### src/rtl/hazard_fwd_unit.sv
// Hazard detection and operand forwarding for a 5-stage pipeline, tracked with EX/MEM/WB shadow stages.
// Define HAZARD_FWD_EN to forward MEM/WB results; when it is undefined, RAW hazards are resolved by stalling only.
module hazard_fwd_unit (
    input  logic        clk,
    input  logic        rst_n,
    input  logic        id_valid,
    input  logic [4:0]  id_rs,
    input  logic [4:0]  id_rt,
    input  logic        id_uses_rt,
    input  logic [4:0]  id_rd,
    input  logic        id_regwrite,
    input  logic        id_memread,
    output logic [1:0]  fwd_a_sel,
    output logic [1:0]  fwd_b_sel,
    output logic        stall,
    output logic [15:0] stall_count
);

    logic       ex_valid_q, ex_regwrite_q, ex_memread_q, ex_uses_rt_q;
    logic [4:0] ex_rd_q, ex_rs_q, ex_rt_q;
    logic       mem_valid_q, mem_regwrite_q, mem_memread_q;
    logic [4:0] mem_rd_q;
    logic       wb_valid_q, wb_regwrite_q, wb_memread_q;
    logic [4:0] wb_rd_q;
    logic [15:0] stall_count_q, stall_count_d;

    logic ex_wr, mem_wr;
    logic ex_hits_id, mem_hits_id;
    logic ex_load;

    // Writes to r0 are architecturally discarded, so they never count as producers.
    assign ex_wr  = ex_valid_q  & ex_regwrite_q  & (ex_rd_q  != 5'd0);
    assign mem_wr = mem_valid_q & mem_regwrite_q & (mem_rd_q != 5'd0);

    assign ex_hits_id  = (ex_rd_q == id_rs)  | (id_uses_rt & (ex_rd_q == id_rt));
    assign mem_hits_id = (mem_rd_q == id_rs) | (id_uses_rt & (mem_rd_q == id_rt));

`ifdef HAZARD_FWD_EN
    logic wb_wr;
    assign wb_wr = wb_valid_q & wb_regwrite_q & (wb_rd_q != 5'd0);

    // MEM is checked first so the youngest producer wins when both match.
    always_comb begin
        fwd_a_sel = 2'b00;
        fwd_b_sel = 2'b00;
        if (ex_valid_q) begin
            if (mem_wr && (mem_rd_q == ex_rs_q))
                fwd_a_sel = 2'b10;
            else if (wb_wr && (wb_rd_q == ex_rs_q))
                fwd_a_sel = 2'b01;

            if (ex_uses_rt_q) begin
                if (mem_wr && (mem_rd_q == ex_rt_q))
                    fwd_b_sel = 2'b10;
                else if (wb_wr && (wb_rd_q == ex_rt_q))
                    fwd_b_sel = 2'b01;
            end
        end
    end

    // Only a load in EX cannot be forwarded in time; one bubble lets it reach MEM.
    assign stall = id_valid & ex_wr & ex_memread_q & ex_hits_id;
`else
    assign fwd_a_sel = 2'b00;
    assign fwd_b_sel = 2'b00;
    // The register file is write-first, so a WB producer is already visible in ID.
    assign stall = id_valid & ((ex_wr & ex_hits_id) | (mem_wr & mem_hits_id));
`endif

    logic unused_shadow;
    assign unused_shadow = ^{mem_memread_q, wb_memread_q, wb_valid_q, wb_regwrite_q, wb_rd_q,
                             ex_rs_q, ex_rt_q, ex_uses_rt_q, ex_memread_q, mem_hits_id};

    assign ex_load       = id_valid & ~stall;
    assign stall_count_d = (stall && (stall_count_q != 16'hFFFF)) ? stall_count_q + 16'd1
                                                                  : stall_count_q;
    assign stall_count   = stall_count_q;

    always_ff @(posedge clk or negedge rst_n) begin
        if (!rst_n) begin
            ex_valid_q     <= 1'b0;
            ex_regwrite_q  <= 1'b0;
            ex_memread_q   <= 1'b0;
            ex_uses_rt_q   <= 1'b0;
            ex_rd_q        <= 5'd0;
            ex_rs_q        <= 5'd0;
            ex_rt_q        <= 5'd0;
            mem_valid_q    <= 1'b0;
            mem_regwrite_q <= 1'b0;
            mem_memread_q  <= 1'b0;
            mem_rd_q       <= 5'd0;
            wb_valid_q     <= 1'b0;
            wb_regwrite_q  <= 1'b0;
            wb_memread_q   <= 1'b0;
            wb_rd_q        <= 5'd0;
            stall_count_q  <= 16'd0;
        end else begin
            wb_valid_q     <= mem_valid_q;
            wb_regwrite_q  <= mem_regwrite_q;
            wb_memread_q   <= mem_memread_q;
            wb_rd_q        <= mem_rd_q;
            mem_valid_q    <= ex_valid_q;
            mem_regwrite_q <= ex_regwrite_q;
            mem_memread_q  <= ex_memread_q;
            mem_rd_q       <= ex_rd_q;
            if (ex_load) begin
                ex_valid_q    <= 1'b1;
                ex_regwrite_q <= id_regwrite;
                ex_memread_q  <= id_memread;
                ex_uses_rt_q  <= id_uses_rt;
                ex_rd_q       <= id_rd;
                ex_rs_q       <= id_rs;
                ex_rt_q       <= id_rt;
            end else begin
                ex_valid_q    <= 1'b0;
                ex_regwrite_q <= 1'b0;
                ex_memread_q  <= 1'b0;
                ex_uses_rt_q  <= 1'b0;
                ex_rd_q       <= 5'd0;
                ex_rs_q       <= 5'd0;
                ex_rt_q       <= 5'd0;
            end
            stall_count_q <= stall_count_d;
        end
    end

endmodule

### config.mk
export PLATFORM = sky130hd
export DESIGN_NAME = hazard_fwd_unit
export DESIGN_NICKNAME = d
export VERILOG_FILES = /design/src/rtl/hazard_fwd_unit.sv
export SDC_FILE = /design/constraint.sdc
export NUM_CORES = 1
export LEC_CHECK = 0
export ABC_AREA = 1
export CAP_MARGIN = 0
export CORE_MARGIN = 3
export CORE_UTILIZATION = 54
export DETAILED_ROUTE_END_ITERATION = 8
export HOLD_SLACK_MARGIN = 0.05
export PLACE_DENSITY = 0.95
export SLEW_MARGIN = 20
export SYNTH_ARGS = -nofsm -noshare
export SYNTH_HDL_FRONTEND = slang
export SYNTH_SLANG_ARGS = --single-unit
### constraint.sdc
create_clock -name clk -period 3.9 [get_ports clk]
set_clock_uncertainty 0.2 [all_clocks]
set_input_delay 0.585 -clock clk [delete_from_list [all_inputs] [get_ports clk]]
set_output_delay 0.585 -clock clk [all_outputs]
set_load 0.01 [all_outputs]
==> impl_table.tex <==
\begin{tabular}{lr}
\hline
Metric & Value \\
\hline
\multicolumn{2}{l}{\textbf{Floorplanning}} \\
\quad Boundary Pins & 42 \\
\quad Placeable core area & 3200 um\^{}2 \\
\quad Effective utilization at floorplan & 0.592 \\
\quad Chip Height & 65.2 um \\
\quad Area of the die & 4260 um\^{}2 \\
\quad Std-Cell Rows & 20 \\
\quad Die W & 65.2 um \\
\multicolumn{2}{l}{\textbf{CTS}} \\
\quad Post-CTS repair timing setup buffer count & 0 \\
\quad Clock slew seen by the registers of the worst setup and hold paths & 0.09 ns \\
\quad \# clock sinks & 30 \\
\quad Clock tree from TritonCTS & yes \\
\quad Number of buffers on the longest clock path & 2 \\
\quad Number of hold-repair buffers added at the cts stage & 0 \\
\quad Clock H-tree levels & 2 \\
\quad CTS-repair resized insts & 0 \\
\quad Clock buffers created by TritonCTS & 5 \\
\quad Clock latency reported for the late side of the worst-skew pair & 0.32 ns \\
\quad Library cell used as clock root buffer & clkbuf\_4 \\
\multicolumn{2}{l}{\textbf{Logic synthesis}} \\
\quad Most used standard cell by instance count after synthesis & nand2\_1 \\
\quad Post-synthesis share of cell area spent on xor and xnor gates & 0.0554 \\
\quad Post-synthesis cell type count & 23 \\
\quad Top cells by instance count after synthesis & nand2\_1 (103), inv\_1 (36), dfrtp\_1 (30) \\
\quad FF+latch count, synth & 30 \\
\quad Proportion of netlist area held by the largest area contributor & 0.396 \\
\quad Sequential area share after synthesis & 0.396 \\
\quad Combinational family with the most area after synthesis & simple AND/OR/NAND/NOR gates \\
\quad Number of synthesized flops with an enable pin & 0 \\
\quad Post-synth design cell area & 1900 um\^{}2 \\
\quad Mean post-synth cell area & 6.94 um\^{}2 \\
\quad Leading register cell type out of synthesis & dfrtp\_1 \\
\quad Synthesized-area fraction occupied by and/or/nand/nor cells & 0.416 \\
\quad Adder-cell area share of the yosys netlist & 0.00660 \\
\quad Ranking of synthesized cells by area & dfrtp\_1 (40\%), nand2\_1 (20\%), inv\_1 (7.1\%), nand4\_1 (6.6\%), nor2\_1 (4.8\%) \\
\quad Ys Warns & 0 \\
\quad Post-synth top area cell & dfrtp\_1 \\
\quad Multiplexer share of the synthesized area & 0 \\
\quad Async set or reset register ratio after synthesis & 1.00 \\
\quad Syn Inst Count & 273 \\
\quad Synthesized-area fraction occupied by ao, oa, aoi and oai cells & 0.00264 \\
\multicolumn{2}{l}{\textbf{Pwr}} \\
\quad Static leakage & 1.21 nW \\
\quad Total power & 613 uW \\
\quad Power density over the cells & 265 nW/um\^{}2 \\
\quad Peak supply drop & 0.000251 V \\
\multicolumn{2}{l}{\textbf{Critical path}} \\
\quad Most used cell along the critical path & nand2\_1 \\
\quad Critical path class & in -> out \\
\quad Worst Path Arrival & 2.34 ns \\
\quad CP Cell Sequence & clkdlybuf4s50\_1, inv\_1, nand2\_1, nand2\_1, nor2\_1, nand3\_1, nand2\_1, nand2\_1, a21oi\_1, clkdlybuf4s50\_1 \\
\quad Combined buffer and inverter count along the critical path & 3 \\
\quad Reg2reg path depth & 7 \\
\quad Family with the most delay on the worst path & buffers and inverters \\
\quad Worst path slowest cell & clkdlybuf4s50\_1 \\
\quad Reg-to-reg critical path startpoint & stall\_count[0]\$\_DFFE\_PN0P\_ \\
\quad Delay of the slowest cell on the worst path & 0.56 ns \\
\quad Launching instance or port of the critical path & id\_rs[0] \\
\quad Terminus of the critical flop-to-flop path & stall\_count[14]\$\_DFFE\_PN0P\_ \\
\quad Flop2flop setup slack & 1.69 ns \\
\quad Sort of element at the start of the critical path & input port \\
\quad Endpoint class of the critical path & primary output \\
\quad Crit path required time & 3.12 ns \\
\quad Crit Path Max Fanout & 3 \\
\multicolumn{2}{l}{\textbf{Hold path}} \\
\quad Hold Path Stages & 0 \\
\quad Hold WC Path Type & reg -> reg \\
\quad Worst min-delay path endpoint & mem\_valid\_q\$\_DFF\_PN0\_ \\
\quad Min-Delay Startpoint & ex\_valid\_q\$\_DFF\_PN0\_ \\
\multicolumn{2}{l}{\textbf{Run}} \\
\quad Max-cap check violation count & 0 \\
\multicolumn{2}{l}{\textbf{Global routing}} \\
\quad Gr usage total & 0.220 \\
\quad First-pass GRT wire length & 7310 um \\
\quad Largest net degree at the start of global routing & 31 \\
\quad Antenna violations before repair & 0 \\
\quad Number of global-route vias before repair & 1714 \\
\quad Overall overflow remaining after global route & 0 \\
\multicolumn{2}{l}{\textbf{Placed design}} \\
\quad Count of port buffers added during placement & 36 \\
\quad Pre-CTS setup slack & 0.783 ns \\
\quad Number of placed instances, taps included & 348 \\
\quad Routability congestion estimate & 0.901 \\
\quad Dpl hpwl & 3130 um \\
\multicolumn{2}{l}{\textbf{Layout}} \\
\quad Number of fill cells in the layout & 286 \\
\quad Antenna diode count & 0 \\
\quad Fraction of final layout cells sized beyond drive strength 1 & 0.0645 \\
\quad Net total in the final layout & 333 \\
\quad Synth-to-layout area growth & 22.2\% \\
\quad Post-layout instance count excluding filler cells & 354 \\
\multicolumn{2}{l}{\textbf{Drt}} \\
\quad Detailed-route via count & 1834 \\
\quad Drt via density & 5.18 \\
\quad Iteration-0 DRC count of the detailed router & 152 \\
\quad Sum of routed wire length over all layers & 4320 um \\
\quad DRT Pass-1 Iters & 6 \\
\quad Number of remaining DRC errors & 0 \\
\quad Wire length per cell & 12.2 um \\
\quad Routed Antenna Nets & 0 \\
\multicolumn{2}{l}{\textbf{Timing}} \\
\quad Total Negative Setup Slacks & 0 ns \\
\quad Final Setup Violations & 0 \\
\quad Count of final max-slew check failures & 0 \\
\quad Final worst hold slack & 0.171 ns \\
\quad Setup repair after global routing missed its margin & false \\
\quad Share of the cycle needed by the critical path after routing & 0.802 \\
\quad Hold violation total from the final report & 0 \\
\quad Fin crit period & 3.13 ns \\
\quad Maximum clock frequency & 0.320 GHz \\
\quad PnR worst setup slack & 0.774 ns \\
\multicolumn{2}{l}{\textbf{Outcome}} \\
\quad Outcome & completed \\
\hline
\end{tabular}
-- stage by stage --
stage                util  instance area [um^2]
floorplan               -                  1910
global placement    0.707                  2260
detailed placement  0.707                  2260
CTS                 0.723                  2320
global route        0.723                  2320
finish              0.723                  2320
-- sequential cells by signal (all words and copies together), names as in the netlist --
name and cells:
stall_count 16, ex_valid_q 1, mem_regwrite_q 1, ex_regwrite_q 1, mem_valid_q 1, mem_rd_q 5
ex_rd_q 5
-- kinds of logic after synthesis --
logic type | count (synthesis)
AO/OA/AOI/OAI | 1
XOR/XNOR | 12
flip-flops | 30
adder cells (fa/ha/maj) | 1
other | 1
AND/OR/NAND/NOR | 176
buffers and inverters | 52
-- power breakdown --
group / switching [mW] / leakage [nW] / internal [mW]
combinational: 0.0492 / 0.776 / 0.0444
clock: 0.0984 / 0.0302 / 0.0811
sequential: 0.0172 / 0.401 / 0.323
total: 0.165 / 1.21 / 0.448
-- cell type report --
cell class,instances,area (um^2),area share
multi-input combinational,194,926,0.400
inverter,42,158,0.0681
tap,44,55.1,0.0238
timing repair buffer,38,375,0.162
clock buffer,6,51.3,0.0222
sequential,30,751,0.324
-- worst max-delay path by stage --
stage	to	slack (ns)	cells after the start
floorplan	stall	1.90	8
global placement	stall	0.78	10
detailed placement	stall	0.78	10
CTS	stall	0.77	10
global route	stall	0.59	10
finish	stall	0.77	10
-- worst reg2reg max path: stages (launching register included) --
cell     delay [ns]
dfrtp_1        0.50
ha_1           0.23
nand3_1        0.17
nor2_4         0.24
nand4_4        0.29
nand3_2        0.35
nand2_1        0.10
nand2_1        0.07
-- routing by layer --
layer,vias up,track usage,wire length [um],part of all wire
li1,911,-,-,-
met1,825,0.286,1870,0.43
met2,90,0.343,2040,0.47
met3,8,0.0650,346,0.080
met4,0,0.0933,59,0.014
met5,-,0,0,0
-- placed cells by master, fill, tap and decap left out, types with 2 or more instances in the layout --
master	count
buf_4	2
clkbuf_4	5
clkdlybuf4s50_1	36
conb_1	4
dfrtp_1	30
inv_1	36
inv_2	6
nand2_1	103
nand3_1	17
nand4_1	20
nor2_1	24
nor3_1	6
xnor2_1	6
xor2_1	6
No activity file was read; power rests on OpenSTA's default activity.
==> variant 1: new RTL, same flow settings <==
`mem_rd_q` no longer has a reset.
--- a/src/rtl/hazard_fwd_unit.sv
+++ b/src/rtl/hazard_fwd_unit.sv
@@ -88,7 +88,6 @@
             mem_valid_q    <= 1'b0;
             mem_regwrite_q <= 1'b0;
             mem_memread_q  <= 1'b0;
-            mem_rd_q       <= 5'd0;
             wb_valid_q     <= 1'b0;
             wb_regwrite_q  <= 1'b0;
             wb_memread_q   <= 1'b0;
@@ -102,7 +101,6 @@
             mem_valid_q    <= ex_valid_q;
             mem_regwrite_q <= ex_regwrite_q;
             mem_memread_q  <= ex_memread_q;
-            mem_rd_q       <= ex_rd_q;
             if (ex_load) begin
                 ex_valid_q    <= 1'b1;
                 ex_regwrite_q <= id_regwrite;
@@ -124,5 +122,9 @@
         end
     end
 
+    always_ff @(posedge clk) begin
+        mem_rd_q <= ex_rd_q;
+    end
+
 endmodule
 
Function: same outputs for any inputs over 10 cycles, from zero or initial values and one cycle with rst_n low; that may be too few to reach the edited logic, so the function may still have changed.
==> variant 1 against the original RTL <==
- area after synthesis shrank 1.3%
- sequential cell count is the same
- first-iteration DRC count shrank 24%
- via count grew 1.5%
- fmax shrank 1.9%
- power grew 8.3%
- hold slack gained 13 ps
- global-route usage grew 0.14 points
- worst setup slack lost 59 ps
- routed wire length shrank 2.3%
- cell area is the same
- critical path type unchanged
- highest routed layer unchanged
==> variant 1: results (changes against the original RTL) <==
* Status: complete, no violations
* Final HPWL DP at 3.04 mm (-3.0%)
* Min-Delay Path Class: reg2reg
* Worst skew pair latency at 340 ps (+20 ps)
* Leak at 1.20 nW (-0.75%)
* Worst vdd ir at 0.000253 V (+1.1%)
* Iteration-0 DRC Markers at 116 (-24%)
* Post-Synthesis Cells at 273 (unchanged)
* GRT Total Usage at 22.2% (+0.14 points)
* YS warnings at 0 (unchanged)
* Multiplexer area fraction after synthesis at 0% (unchanged)
* Routability congestion estimate at 0.842 (-6.5%)
* Via count at 1862 (+1.5%)
* Fin nets at 333 (unchanged)
* Largest register FFs at 16 (unchanged)
* Post-Synth Adder-Cell Area at 0.669% (+0.0088 points)
* Top_reg_cell synth: dfrtp_1
* Avg WL per Cell at 11.9 um (-2.9%)
* # fillers at 251 (-12%)
* Inserted Diodes at 0 (unchanged)
* First-pass GRT wire length at 7.36 mm (+0.66%)
* TritonCTS buffer count at 5 (unchanged)
* Antenna violations before repair at 0 (unchanged)
* Pin count of the biggest net entering global routing at 26 (-16%)
* Post-synthesis async set-or-reset flop share at 83.3% (-17 points)
* Maximum fanout along the worst path at 3 (unchanged)
* Compound-Gate Fraction of Synth Area at 0.268% (+0.0035 points)
* H-tree level count at 2 (unchanged)
* Worst Tran Pin Value at 544 ps
* Clk buf depth at 2 (unchanged)
* Rows at 20 (unchanged)
* Clock root buffer: clkbuf_4
* Synth area leaders: dfrtp_1, nand2_1, inv_1, nand4_1, dfxtp_1
* IO Port Bufs at 36 (unchanged)
* Seq/Total Area, Yosys at 38.8% (-0.81 points)
* Most common cell in the netlist: nand2_1
* Vias in the first global route at 1720 (+0.35%)
* Drt pass-1 iters at 5 (-1)
* Drt total wl at 4.22 mm (-2.3%)
* Yosys cell types at 24 (+4.3%)
* Postcts setup bufs at 0 (unchanged)
* Share of cells above drive strength 1 at 7.05% (+0.60 points)
* Post-Synth XOR/XNOR Area at 5.62% (+0.074 points)
* Placed Instances at 347 (-0.29%)
* Most frequent cells after synthesis: nand2_1, inv_1, dfrtp_1
* Clock Pin Slew Worst Setup and Hold Paths at 100 ps
## variant 1: critical path: stages
cell             delay (ps)
clkdlybuf4s50_1         490
inv_1                    80
nand2_1                  70
nand2_1                  60
nor2_1                  140
nand3_1                  80
nand2_1                  80
nand2_1                  70
a21oi_1                 180
clkdlybuf4s50_1         560
## variant 1: worst paths after layout
check,from,endpoint,slack [ps],depth (start not counted)
setup / recovery,id_rt[2],stall,710,10
hold / removal,ex_valid_q,mem_valid_q,180,0
setup reg to reg,stall_count[0],stall_count[11],1700,7
hold reg to reg,ex_valid_q,mem_valid_q,180,0
max in group asynchronous,rst_n,stall_count[15],2580,2
min in group asynchronous,rst_n,stall_count[5],550,2
## variant 1: where the power goes
group | switching (W) | internal, W | total (W)
clock | 0.000108 | 0.000123 | 0.000232
combinational | 0.0000494 | 0.0000438 | 0.0000932
sequential | 0.0000169 | 0.000322 | 0.000339
total | 0.000175 | 0.000489 | 0.000664
## variant 1: logic make-up (layout without fill, tap and decap cells)
| group | count (synthesis) | in the layout |
|---|---|---|
| other | 1 | 4 |
| XOR/XNOR | 12 | 12 |
| adder cells (fa/ha/maj) | 1 | 1 |
| AND/OR/NAND/NOR | 176 | 176 |
| buffers and inverters | 52 | 88 |
| flip-flops | 30 | 30 |
| AO/OA/AOI/OAI | 1 | 1 |
## variant 1: metrics by stage
step | worst slack (ps) | utilization (%) | instance area [um^2] | hold WS [ps]
2_1_floorplan | 1900 | - | 1880 | 89.4
3_3_place_gp | 782 | 70.2 | 2230 | 160
3_5_place_dp | 791 | 70.2 | 2230 | 168
4_1_cts | 727 | 72.7 | 2310 | 186
5_1_grt | 571 | 72.9 | 2320 | 207
6_report | 714 | 72.9 | 2320 | 183
## variant 1: per-layer routing
layer	vias up	part of all wire (%)	track usage (%)
met2	79	45	35.8
met5	-	0	0
li1	917	-	-
met1	857	45	29.2
met4	0	1.6	8.18
met3	9	8.0	4.68
## variant 1: layout make-up
class | count | share of cell area (%)
clock buffer | 8 | 3.40
inverter | 42 | 6.81
multi-input combinational | 194 | 40.0
sequential | 30 | 31.3
tap | 44 | 2.38
timing repair buffer | 38 | 16.1
## variant 1: what timing repair did
item	CTS	global route
hold buffers	0	1
gates resized for setup	0	0
hold endpoints to repair	0	24
==> variant 2: new RTL, same settings <==
Without the edit above. Add a define of `HAZARD_FWD_EN`.
--- a/src/rtl/hazard_fwd_unit.sv
+++ b/src/rtl/hazard_fwd_unit.sv
@@ -1,5 +1,7 @@
 // Hazard detection and operand forwarding for a 5-stage pipeline, tracked with EX/MEM/WB shadow stages.
 // Define HAZARD_FWD_EN to forward MEM/WB results; when it is undefined, RAW hazards are resolved by stalling only.
+`define HAZARD_FWD_EN
+
 module hazard_fwd_unit (
     input  logic        clk,
     input  logic        rst_n,
Check against the original RTL: not equivalent (Yosys sat finds a counterexample within 4 cycles, from zero or initial values and one cycle with rst_n low).
==> variant 2 against the original RTL <==
- register-to-register slack improved by 190 ps
- worst setup slack got worse by 210 ps
- area after synthesis increased by 35%
- first-iteration DRC count increased by 100%
- combinational power increased by 2.4%
- non-clock buffer count increased by 3
- routed wire length increased by 33%
- sequential cell count increased by 19
- power increased by 65%
- synthesized cell count increased by 18%
- cell area increased by 34%
- count of clock-buffer cells in the layout decreased by 1
- largest cell class is now flip-flops and latches
==> variant 2: results (changes against the original RTL) <==
* Status: complete, no violations
* Leak at 1.61 nW (+34%)
* WL met1 at 2.41 mm (+29%)
* Switching Share at 24.3% (-2.5 points)
* Postcts setup bufs at 0 (unchanged)
* Switching power of the nets at 0.000246 W (+49%)
* Final WS setup at 559 ps (-214 ps)
* Critical path arrival at 2560 ps (+220 ps)
* Placed Instances at 411 (+18%)
* Maximum fanout along the worst path at 18 (+15)
* Most frequent cells after synthesis: nand2_1, dfrtp_1, inv_1
* Clock root buffer: clkbuf_8
* Placed cell area at 2990 um^2 (+32%)
* Drt total wl at 5.74 mm (+33%)
* Synth area leaders: dfrtp_1, nand2_1, inv_1, nor2_1, nand4_1
* Worst vdd ir at 0.000222 V (-11%)
* Fin nets at 388 (+17%)
* Clock power share at 36.7% (+7.4 points)
* Post-Synth XOR/XNOR Area at 7.52% (+2.0 points)
* Routability congestion estimate at 0.887 (-1.5%)
* Post-Synthesis Cells at 323 (+18%)
* Pre-CTS WS at 582 ps (-201 ps)
* Avg WL per Cell at 13.7 um (+12%)
* WL met2 at 2.86 mm (+40%)
* Iteration-0 DRC Markers at 310 (+100%)
* Met1 Use GR at 31.1% (+2.5 points)
* Drt pass-1 iters at 4 (-2)
* GRT Total Usage at 23.0% (+0.92 points)
* Hold slack at 76.0 ps (-94.8 ps)
* # fillers at 309 (+8.0%)
* Via count at 2295 (+25%)
* Logic pwr share at 9.5% (-5.8 points)
* Share of cells above drive strength 1 at 5.18% (-1.3 points)
* Post-Synth Adder-Cell Area at 0.488% (-0.17 points)
* Compound-Gate Fraction of Synth Area at 1.42% (+1.2 points)
* Seq/Total Area, Yosys at 47.9% (+8.2 points)
* First-pass GRT wire length at 9.78 mm (+34%)
* Pin count of the biggest net entering global routing at 50 (+61%)
* Min-Delay Path Class: in2async
* Area delta synth->final at 21.4%
* Yosys cell types at 28 (+22%)
* Largest register FFs at 16 (unchanged)
* DR WL met3 at 366 um (+5.8%)
## variant 2: cell count changes in the layout (fill, tap and decap cells not counted), sizes merged, moves of 5 or more
cell / delta
nand2: -6
dfrtp: +19
nor2: +18
nand4: +5
inv: +6
xor2: +6
## variant 2: final timing paths
check | end | startpoint | cells after the start
setup / recovery | stall | id_rs[4] | 10
hold / removal | wb_valid_q | rst_n | 1
setup reg to reg | stall_count[11] | stall_count[0] | 7
hold reg to reg | mem_regwrite_q | ex_regwrite_q | 0
max in group asynchronous | ex_rt_q[3] | rst_n | 1
min in group clk | mem_regwrite_q | ex_regwrite_q | 0
## variant 2: area by class of cell
| cell class | instances | area share (%) |
|---|---|---|
| multi-input cells | 223 | 36.1 |
| repair buffers | 41 | 13.1 |
| clock buffers | 5 | 2.21 |
| flip-flops and latches | 49 | 39.4 |
| well taps | 52 | 2.09 |
| inverters | 46 | 5.55 |
| clock inverters | 3 | 1.53 |
